## config.mk

```make
export PLATFORM = sky130hd
export DESIGN_NAME = hazard_control
export DESIGN_NICKNAME = d
export VERILOG_FILES = /design/src/rtl/hazard_control.sv
export SDC_FILE = /design/constraint.sdc
export NUM_CORES = 1
export LEC_CHECK = 0
export CAP_MARGIN = 20
export CORE_ASPECT_RATIO = 0.6
export CORE_MARGIN = 8
export CORE_UTILIZATION = 45
export CTS_CLUSTER_DIAMETER = 30
export DETAILED_ROUTE_END_ITERATION = 16
export PLACE_DENSITY = 0.75
export SYNTH_ARGS = -nofsm -noshare
export SYNTH_HDL_FRONTEND = slang
export SYNTH_SLANG_ARGS = --single-unit
```

## constraint.sdc

```tcl
create_clock -name clk -period 8.3 [get_ports clk]
set_input_delay 1.66 -clock clk [delete_from_list [all_inputs] [get_ports clk]]
set_output_delay 1.66 -clock clk [all_outputs]
set_load 0.02 [all_outputs]
```

## src/rtl/hazard_control.sv

```systemverilog
// ---------------------------------------------------------------------------
// hazard_control
//   Pipeline hazard and stall controller for the RV32I five-stage core.
//   Resolves hazards that forwarding cannot cover (load-use, branch-in-ID
//   operand dependencies, taken-branch/jump redirects) and freezes the whole
//   pipeline while the data memory inserts wait states, with a timeout that
//   forces release. Keeps saturating stall and flush performance counters.
//
// Parameters
//   MEM_TIMEOUT  max consecutive WAIT cycles before forced release (>= 1)
//   CNT_W        performance counter width
//
// Ports
//   clk, rst_n                         clock, synchronous active-low reset
//   IFIDrs1/2, IFID_usesRs1/2          ID source registers and their use flags
//   IFID_isBranch                      ID holds a branch/jalr resolved in ID
//   IDEXrd, IDEX_RegWrite, IDEX_MemRead  EX-stage destination info
//   EXMEMrd, EXMEM_MemRead             MEM-stage destination info
//   branch_taken, jump                 redirect requests from ID
//   dmem_req, dmem_ready               data-memory handshake
//   PCWrite..EXMEMWrite                pipeline register enables (comb)
//   IFIDFlush, IDEXFlush, MEMWBFlush   bubble insertion (comb)
//   mem_timeout                        sticky timeout flag
//   stall_cycles, flush_count          saturating performance counters
// ---------------------------------------------------------------------------
module hazard_control #(
    parameter int MEM_TIMEOUT = 16,
    parameter int CNT_W       = 32
) (
    input  logic             clk,
    input  logic             rst_n,
    input  logic [4:0]       IFIDrs1,
    input  logic [4:0]       IFIDrs2,
    input  logic             IFID_usesRs1,
    input  logic             IFID_usesRs2,
    input  logic             IFID_isBranch,
    input  logic [4:0]       IDEXrd,
    input  logic             IDEX_RegWrite,
    input  logic             IDEX_MemRead,
    input  logic [4:0]       EXMEMrd,
    input  logic             EXMEM_MemRead,
    input  logic             branch_taken,
    input  logic             jump,
    input  logic             dmem_req,
    input  logic             dmem_ready,
    output logic             PCWrite,
    output logic             IFIDWrite,
    output logic             IDEXWrite,
    output logic             EXMEMWrite,
    output logic             IFIDFlush,
    output logic             IDEXFlush,
    output logic             MEMWBFlush,
    output logic             mem_timeout,
    output logic [CNT_W-1:0] stall_cycles,
    output logic [CNT_W-1:0] flush_count
);

    localparam int WC_W = $clog2(MEM_TIMEOUT + 1);

    typedef enum logic [0:0] {
        ST_RUN  = 1'b0,
        ST_WAIT = 1'b1
    } state_t;

    state_t            state_r;
    state_t            state_nxt_s;
    logic [WC_W-1:0]   wait_cnt_r;
    logic              mem_timeout_r;
    logic [CNT_W-1:0]  stall_cnt_r;
    logic [CNT_W-1:0]  flush_cnt_r;

    logic              load_use_s;
    logic              br_alu_s;
    logic              br_load_s;
    logic              data_stall_s;
    logic              redirect_s;
    logic              timeout_hit_s;
    logic              mem_wait_s;

    // A producer only matters if it writes a real register that ID actually reads.
    function automatic logic reg_match(
        input logic [4:0] rd,
        input logic [4:0] rs1,
        input logic [4:0] rs2,
        input logic       uses_rs1,
        input logic       uses_rs2
    );
        reg_match = (rd != 5'd0) &&
                    (((rd == rs1) && uses_rs1) || ((rd == rs2) && uses_rs2));
    endfunction

    assign load_use_s   = IDEX_MemRead & IDEX_RegWrite &
                          reg_match(IDEXrd, IFIDrs1, IFIDrs2, IFID_usesRs1, IFID_usesRs2);
    // Branch compares in ID, so an ALU result still in EX cannot be forwarded in time.
    assign br_alu_s     = IFID_isBranch & IDEX_RegWrite & ~IDEX_MemRead &
                          reg_match(IDEXrd, IFIDrs1, IFIDrs2, IFID_usesRs1, IFID_usesRs2);
    // Load data only exists at the end of MEM, one cycle too late for an ID compare.
    assign br_load_s    = IFID_isBranch & EXMEM_MemRead &
                          reg_match(EXMEMrd, IFIDrs1, IFIDrs2, IFID_usesRs1, IFID_usesRs2);
    assign data_stall_s = load_use_s | br_alu_s | br_load_s;
    assign redirect_s   = branch_taken | jump;

    // The cycle the counter reaches the limit releases the freeze and completes the access.
    assign timeout_hit_s = (state_r == ST_WAIT) && (wait_cnt_r == WC_W'(MEM_TIMEOUT));
    assign mem_wait_s    = dmem_req & ~dmem_ready & ~timeout_hit_s;

    // State register, wait counter and sticky timeout flag.
    always_ff @(posedge clk) begin
        if (!rst_n) begin
            state_r       <= ST_RUN;
            wait_cnt_r    <= {WC_W{1'b0}};
            mem_timeout_r <= 1'b0;
        end else begin
            state_r <= state_nxt_s;
            if ((state_r == ST_WAIT) && (state_nxt_s == ST_WAIT)) begin
                wait_cnt_r <= wait_cnt_r + WC_W'(1);
            end else begin
                wait_cnt_r <= {WC_W{1'b0}};
            end
            if (timeout_hit_s && dmem_req && !dmem_ready) begin
                mem_timeout_r <= 1'b1;
            end else begin
                mem_timeout_r <= mem_timeout_r;
            end
        end
    end

    // Next-state logic for the memory-wait FSM.
    always_comb begin
        state_nxt_s = state_r;
        case (state_r)
            ST_RUN: begin
                if (dmem_req && !dmem_ready) begin
                    state_nxt_s = ST_WAIT;
                end else begin
                    state_nxt_s = ST_RUN;
                end
            end
            ST_WAIT: begin
                if (dmem_ready || timeout_hit_s) begin
                    state_nxt_s = ST_RUN;
                end else begin
                    state_nxt_s = ST_WAIT;
                end
            end
            default: state_nxt_s = ST_RUN;
        endcase
    end

    // Enable/flush outputs in priority order: reset, memory freeze, data stall, redirect.
    always_comb begin
        PCWrite    = 1'b1;
        IFIDWrite  = 1'b1;
        IDEXWrite  = 1'b1;
        EXMEMWrite = 1'b1;
        IFIDFlush  = 1'b0;
        IDEXFlush  = 1'b0;
        MEMWBFlush = 1'b0;
        if (!rst_n) begin
            PCWrite    = 1'b0;
            IFIDWrite  = 1'b0;
            IDEXWrite  = 1'b0;
            EXMEMWrite = 1'b0;
            IFIDFlush  = 1'b1;
            IDEXFlush  = 1'b1;
            MEMWBFlush = 1'b1;
        end else if (mem_wait_s) begin
            PCWrite    = 1'b0;
            IFIDWrite  = 1'b0;
            IDEXWrite  = 1'b0;
            EXMEMWrite = 1'b0;
            MEMWBFlush = 1'b1;
        end else if (data_stall_s) begin
            // Redirect is dropped: branch operands are not valid yet.
            PCWrite    = 1'b0;
            IFIDWrite  = 1'b0;
            IDEXFlush  = 1'b1;
        end else if (redirect_s) begin
            IFIDFlush  = 1'b1;
        end else begin
            IFIDFlush  = 1'b0;
        end
    end

    // Saturating performance counters.
    always_ff @(posedge clk) begin
        if (!rst_n) begin
            stall_cnt_r <= {CNT_W{1'b0}};
            flush_cnt_r <= {CNT_W{1'b0}};
        end else begin
            if ((mem_wait_s || data_stall_s) && (stall_cnt_r != {CNT_W{1'b1}})) begin
                stall_cnt_r <= stall_cnt_r + CNT_W'(1);
            end else begin
                stall_cnt_r <= stall_cnt_r;
            end
            if (redirect_s && !mem_wait_s && !data_stall_s &&
                (flush_cnt_r != {CNT_W{1'b1}})) begin
                flush_cnt_r <= flush_cnt_r + CNT_W'(1);
            end else begin
                flush_cnt_r <= flush_cnt_r;
            end
        end
    end

    assign mem_timeout  = mem_timeout_r;
    assign stall_cycles = stall_cnt_r;
    assign flush_count  = flush_cnt_r;

endmodule

```

=== Word-level counts from Yosys, hierarchy flattened ===
Cells that the tools add are included.

* Bits in registers: 71
* Input bits: 32
* Output and inout port bits: 72
* Word-level logic and storage cells: 73

* $add $sub $neg: 3
* Eq/ne operators: 7
* Multiplexer cells: 17
* Bitwise operators: 16
* Reductions and logical operators: 25

{| class="wikitable"
|+ Operators with widths
! kind !! count
|-
| adder 32 x 1 -> 32 bit (second input constant) || 2
|-
| inequality test 32 bit (second input constant) || 2
|-
| equality test 5 bit || 4
|-
| 2-to-1 mux 1 bit || 16
|-
| logical AND 1 bit || 15
|-
| nonzero test 5 bit || 2
|-
| AND 1 bit || 9
|-
| adder 5 x 1 -> 5 bit (second input constant) || 1
|-
| equality test 5 bit (second input constant) || 1
|-
| logical OR 1 bit || 4
|-
| inverter 1 bit || 4
|-
| logical NOT 1 bit || 3
|-
| OR 1 bit || 3
|-
| case mux 1 bit (2 select lines) || 1
|-
| AND reduction 2 bit || 1
|}

=== Depth between registers and ports, before layout ===
* Depth in word-level cells: 10
* Depth in mapped cells: 10
* Gate-level depth less buffers: 8

=== Worst setup path before layout ===
Ideal clock, no wire load.

* Kind: in2out
* Start point: in EXMEMrd[0]
* End point: out IFIDFlush
* Arrival: 3242 ps
* Path slack: 3398 ps
* Stages: 4
* Buffers on the path: 0
* Path through: or3_1 > o311a_1 > a221o_1 > o21ai_0

* Longest elaborated chain between the ends: 9

{| class="wikitable"
|+ RTL lines
! element !! RTL line !! text
|-
| from (decl) || 40 || <nowiki>input logic [4:0] EXMEMrd,</nowiki>
|-
| equality test 5 bit || 89 || <nowiki>(((rd == rs1) && uses_rs1) || ((rd == rs2) && uses_rs2));</nowiki>
|-
| logical AND 1 bit || 89 ||
|-
| logical OR 1 bit || 89 ||
|-
| logical AND 1 bit * || 88 || <nowiki>reg_match = (rd != 5'd0) &&</nowiki>
|-
| AND 1 bit * || 98 || <nowiki>assign br_load_s = IFID_isBranch & EXMEM_MemRead &</nowiki>
|-
| OR 1 bit * || 100 || <nowiki>assign data_stall_s = load_use_s | br_alu_s | br_load_s;</nowiki>
|-
| 2-to-1 mux 1 bit * || 173 || <nowiki>end else if (data_stall_s) begin</nowiki>
|-
| 2-to-1 mux 1 bit * || 167 || <nowiki>end else if (mem_wait_s) begin</nowiki>
|-
| 2-to-1 mux 1 bit * || 159 || <nowiki>if (!rst_n) begin</nowiki>
|-
| to (decl) || 50 || <nowiki>output logic IFIDFlush,</nowiki>
|}

Mark *: on every way between the ends. The rest lies on a longest branch, timed or not.

=== Worst setup path in the final report ===
Ends and elaborated chain as after synthesis.

==> out/results.tsv <==
metric	value	unit
vias post-DR	3862	
CORE AREA	0.00833	mm²
final worst path period share	70.6	%
Reg power frac	44.5	%
Hold Path End	mem_timeout	
Clock H-tree levels	3	
pin count of the biggest net entering global routing	52	
Max-cap violations	0	
Power Density	151	mW/mm²
Slew Viols, Final	0	
total wire length	11.5	mm
switching share of total power	23.6	%
#FFs+latches synth	71	
synth top area cells	dfxtp_1 (38%), xnor2_1 (9.1%), nand4_1 (6.3%)	
measured slew at the worst slew-check pin	678	ps
prevailing post-synth register cell	dfxtp_1	
minimum clock period	5860	ps
Design Area, Final	0.00517	mm²
final setup fails	0	
count leader, synth	dfxtp_1	
routability cong.	0.822	
initial antenna violation count	0	
Hold Crit Start	mem_timeout	
Syn Nets	503	
Die Area	0.0117	mm²
Post-synth top cells	dfxtp_1 (71), nor2_1 (52), nand2_1 (46)	
max_slew headroom	54.4	%
clock sink total	71	
Final ANT Viol Nets	0	
hold_buf cts	0	
Remaining DRCs	0	
postcts setup bufs	0	
Final #Nets	599	
Overall Global Routing Usage	19.8	%
number of synthesized flops with an enable pin	0	
Synth top area share	37.7	%
RSZ-0062 raised after global routing	no	
post-CTS sizing	0	
Layout area overhead	37.1	%
Die Span Y	86.9	µm
Startpoint Class	primary input	
setup_tns	0	ps
Yosys cell types	44	
num ports	104	
Starting DRT DRC Count	313	
Post-Syn Area	0.00377	mm²
hold path cells	2	
worst IR drop on VDD	0.0000888	V
Syn Area/Cell	8.08	µm²
Clock Skew	5.15	ps
Die W	134	µm
worst reg2reg startpoint	stall_cycles[3]	
Antenna diodes	0	
share of layout cells above drive strength 1	4.05	%
status	finished clean	
Max Buffers Root-to-Sink	2	
CP Max Fanout	7	
fill count	739	
Comb pwr share	9.8	%
min-delay worst type	flop to flop	
CTS tree	built	
Mapped Cells	467	
global-route wire length before repair	18.5	mm
row cnt	26	
Synth area leader	dfxtp_1	
Worst EP arrival	4200	ps
worst reg-to-reg path cell count	7	
Internal	0.000597	W
maximum clock rate	171	MHz
warnings from Yosys	0	
CTS root buffer	clkbuf_16	
Skew-Pair Late Insertion Delay	330	ps
async set-reset flop share out of synthesis	0	%
Starting Density	45.3	%
Inserted Clock Buffers	9	
Clk network pwr share	45.8	%
GRT overflow	0	
Post-DP Area	0.00490	mm²
via density per instance	5.68	
reg2reg end	stall_cycles[12]	
CTS clk-pin slew, worst paths	50	ps
vias in the first global route	3595	
WL per Instance	16.9	µm
Final Hold Fails	0	
CP Data Required Time	6640	ps
Psw	0.000184	W
drt pass-1 iters	5	
Port Buf Inserts	103	
Setup CP Type	primary input to output pin	
P_leak	1.70	nW
element type at the critical path end	output pin	
worst reg2reg setup slack	5480	ps
final HPWL from detailed placement	8.40	mm
sequential share of the synthesized area	37.7	%
worst max-delay path by stage:
| stage | from | to | cells past startpoint |
|---|---|---|---|
| 5_1_grt | EXMEMrd[0] | IFIDFlush | 6 |
| 4_1_cts | EXMEMrd[0] | IFIDFlush | 6 |
| 3_5_place_dp | EXMEMrd[0] | IFIDFlush | 6 |
| 3_3_place_gp | EXMEMrd[0] | IFIDFlush | 6 |
| 6_report | EXMEMrd[0] | IFIDFlush | 6 |
| 2_1_floorplan | EXMEMrd[0] | IFIDFlush | 4 |
state kept, by name (all words and copies together) (netlist names):
register      count
stall_cycles     32
flush_count      32
state_r           1
wait_cnt_r        5
mem_timeout       1
area by class of cell:
type | instances | area [µm²] | share of cell area [%]
Multi-Input combinational cell | 365 | 2240 | 43.3
Sequential cell | 71 | 1420 | 27.5
Timing Repair Buffer | 107 | 1060 | 20.5
Clock buffer | 13 | 260 | 5.03
Tap cell | 112 | 140 | 2.71
Inverter | 9 | 33.8 | 0.653
Clock inverter | 3 | 17.5 | 0.339
per-stage QoR:
| stage | util [%] | instances | hold WS [ps] | total power (W) | setup WS [ps] |
|---|---|---|---|---|---|
| after floorplan | - | 467 | 430 | 0.000394 | 3400 |
| after global placement | 58.8 | 664 | 446 | 0.000429 | 2470 |
| after detailed placement | 58.8 | 664 | 472 | 0.000431 | 2440 |
| after CTS | 62.1 | 680 | 489 | 0.000789 | 2430 |
| after global routing | 62.1 | 680 | 509 | 0.000811 | 2300 |
| final | 62.1 | 680 | 482 | 0.000781 | 2440 |
critical path, cell delays in order:
cell and delay, ps:
clkdlybuf4s50_1 470, or3_1 420, o311a_1 370, a221o_1 470, o21ai_0 180, clkdlybuf4s50_1 630
cell usage in the layout, fill, tap and decap left out, drive strengths merged, types with 2 or more instances in the layout:
cell type | synthesis | layout
o21ai | 16 | 16
nand2b | 9 | 9
and2 | 5 | 5
o31ai | 6 | 6
o41ai | 2 | 2
xnor2 | 39 | 39
ha | 4 | 4
o21a | 2 | 2
nand3b | 3 | 3
or3 | 12 | 12
o22ai | 2 | 2
o311ai | 2 | 2
xor2 | 12 | 12
nand2 | 46 | 46
buf | 7 | 4
clkinv | 0 | 2
clkbuf | 15 | 13
nor3 | 17 | 17
dfxtp | 71 | 71
or4 | 12 | 12
and4 | 3 | 3
clkdlybuf4s50 | 0 | 103
or2 | 2 | 2
a21oi | 18 | 18
nand4 | 38 | 38
and3 | 7 | 7
inv | 9 | 9
mux2i | 10 | 10
nand3 | 23 | 23
o211ai | 4 | 4
nor4 | 10 | 10
nor2 | 52 | 52
kinds of logic after synthesis:
| logic type | synth area share [%] |
|---|---|
| multiplexers | 2.65 |
| AND/OR/NAND/NOR | 33.1 |
| XOR/XNOR | 11.8 |
| buffers and inverters | 3.42 |
| AO/OA/AOI/OAI | 9.98 |
| adder cells (fa/ha/maj) | 1.33 |
| flip-flops | 37.7 |
metal layers:
| layer | global-route usage (%) | part of all wire (%) | up-vias |
|---|---|---|---|
| met5 | 0 | 0 | - |
| met4 | 6.08 | 1.6 | 0 |
| met3 | 7.95 | 8.5 | 25 |
| met2 | 29.0 | 42 | 149 |
| met1 | 26.0 | 48 | 1811 |
| li1 | - | - | 1877 |
power by group through the flow:
stage          Sequential [W]  Combinational [W]  Clock, W
3_5_place_dp         0.000354          0.0000762         0
2_1_floorplan        0.000357          0.0000371         0
6_report             0.000347          0.0000763  0.000357
5_1_grt              0.000347          0.0000829  0.000381
4_1_cts              0.000347          0.0000766  0.000365
3_3_place_gp         0.000354          0.0000747         0
Note: power is estimated with default switching activity, not from simulation.
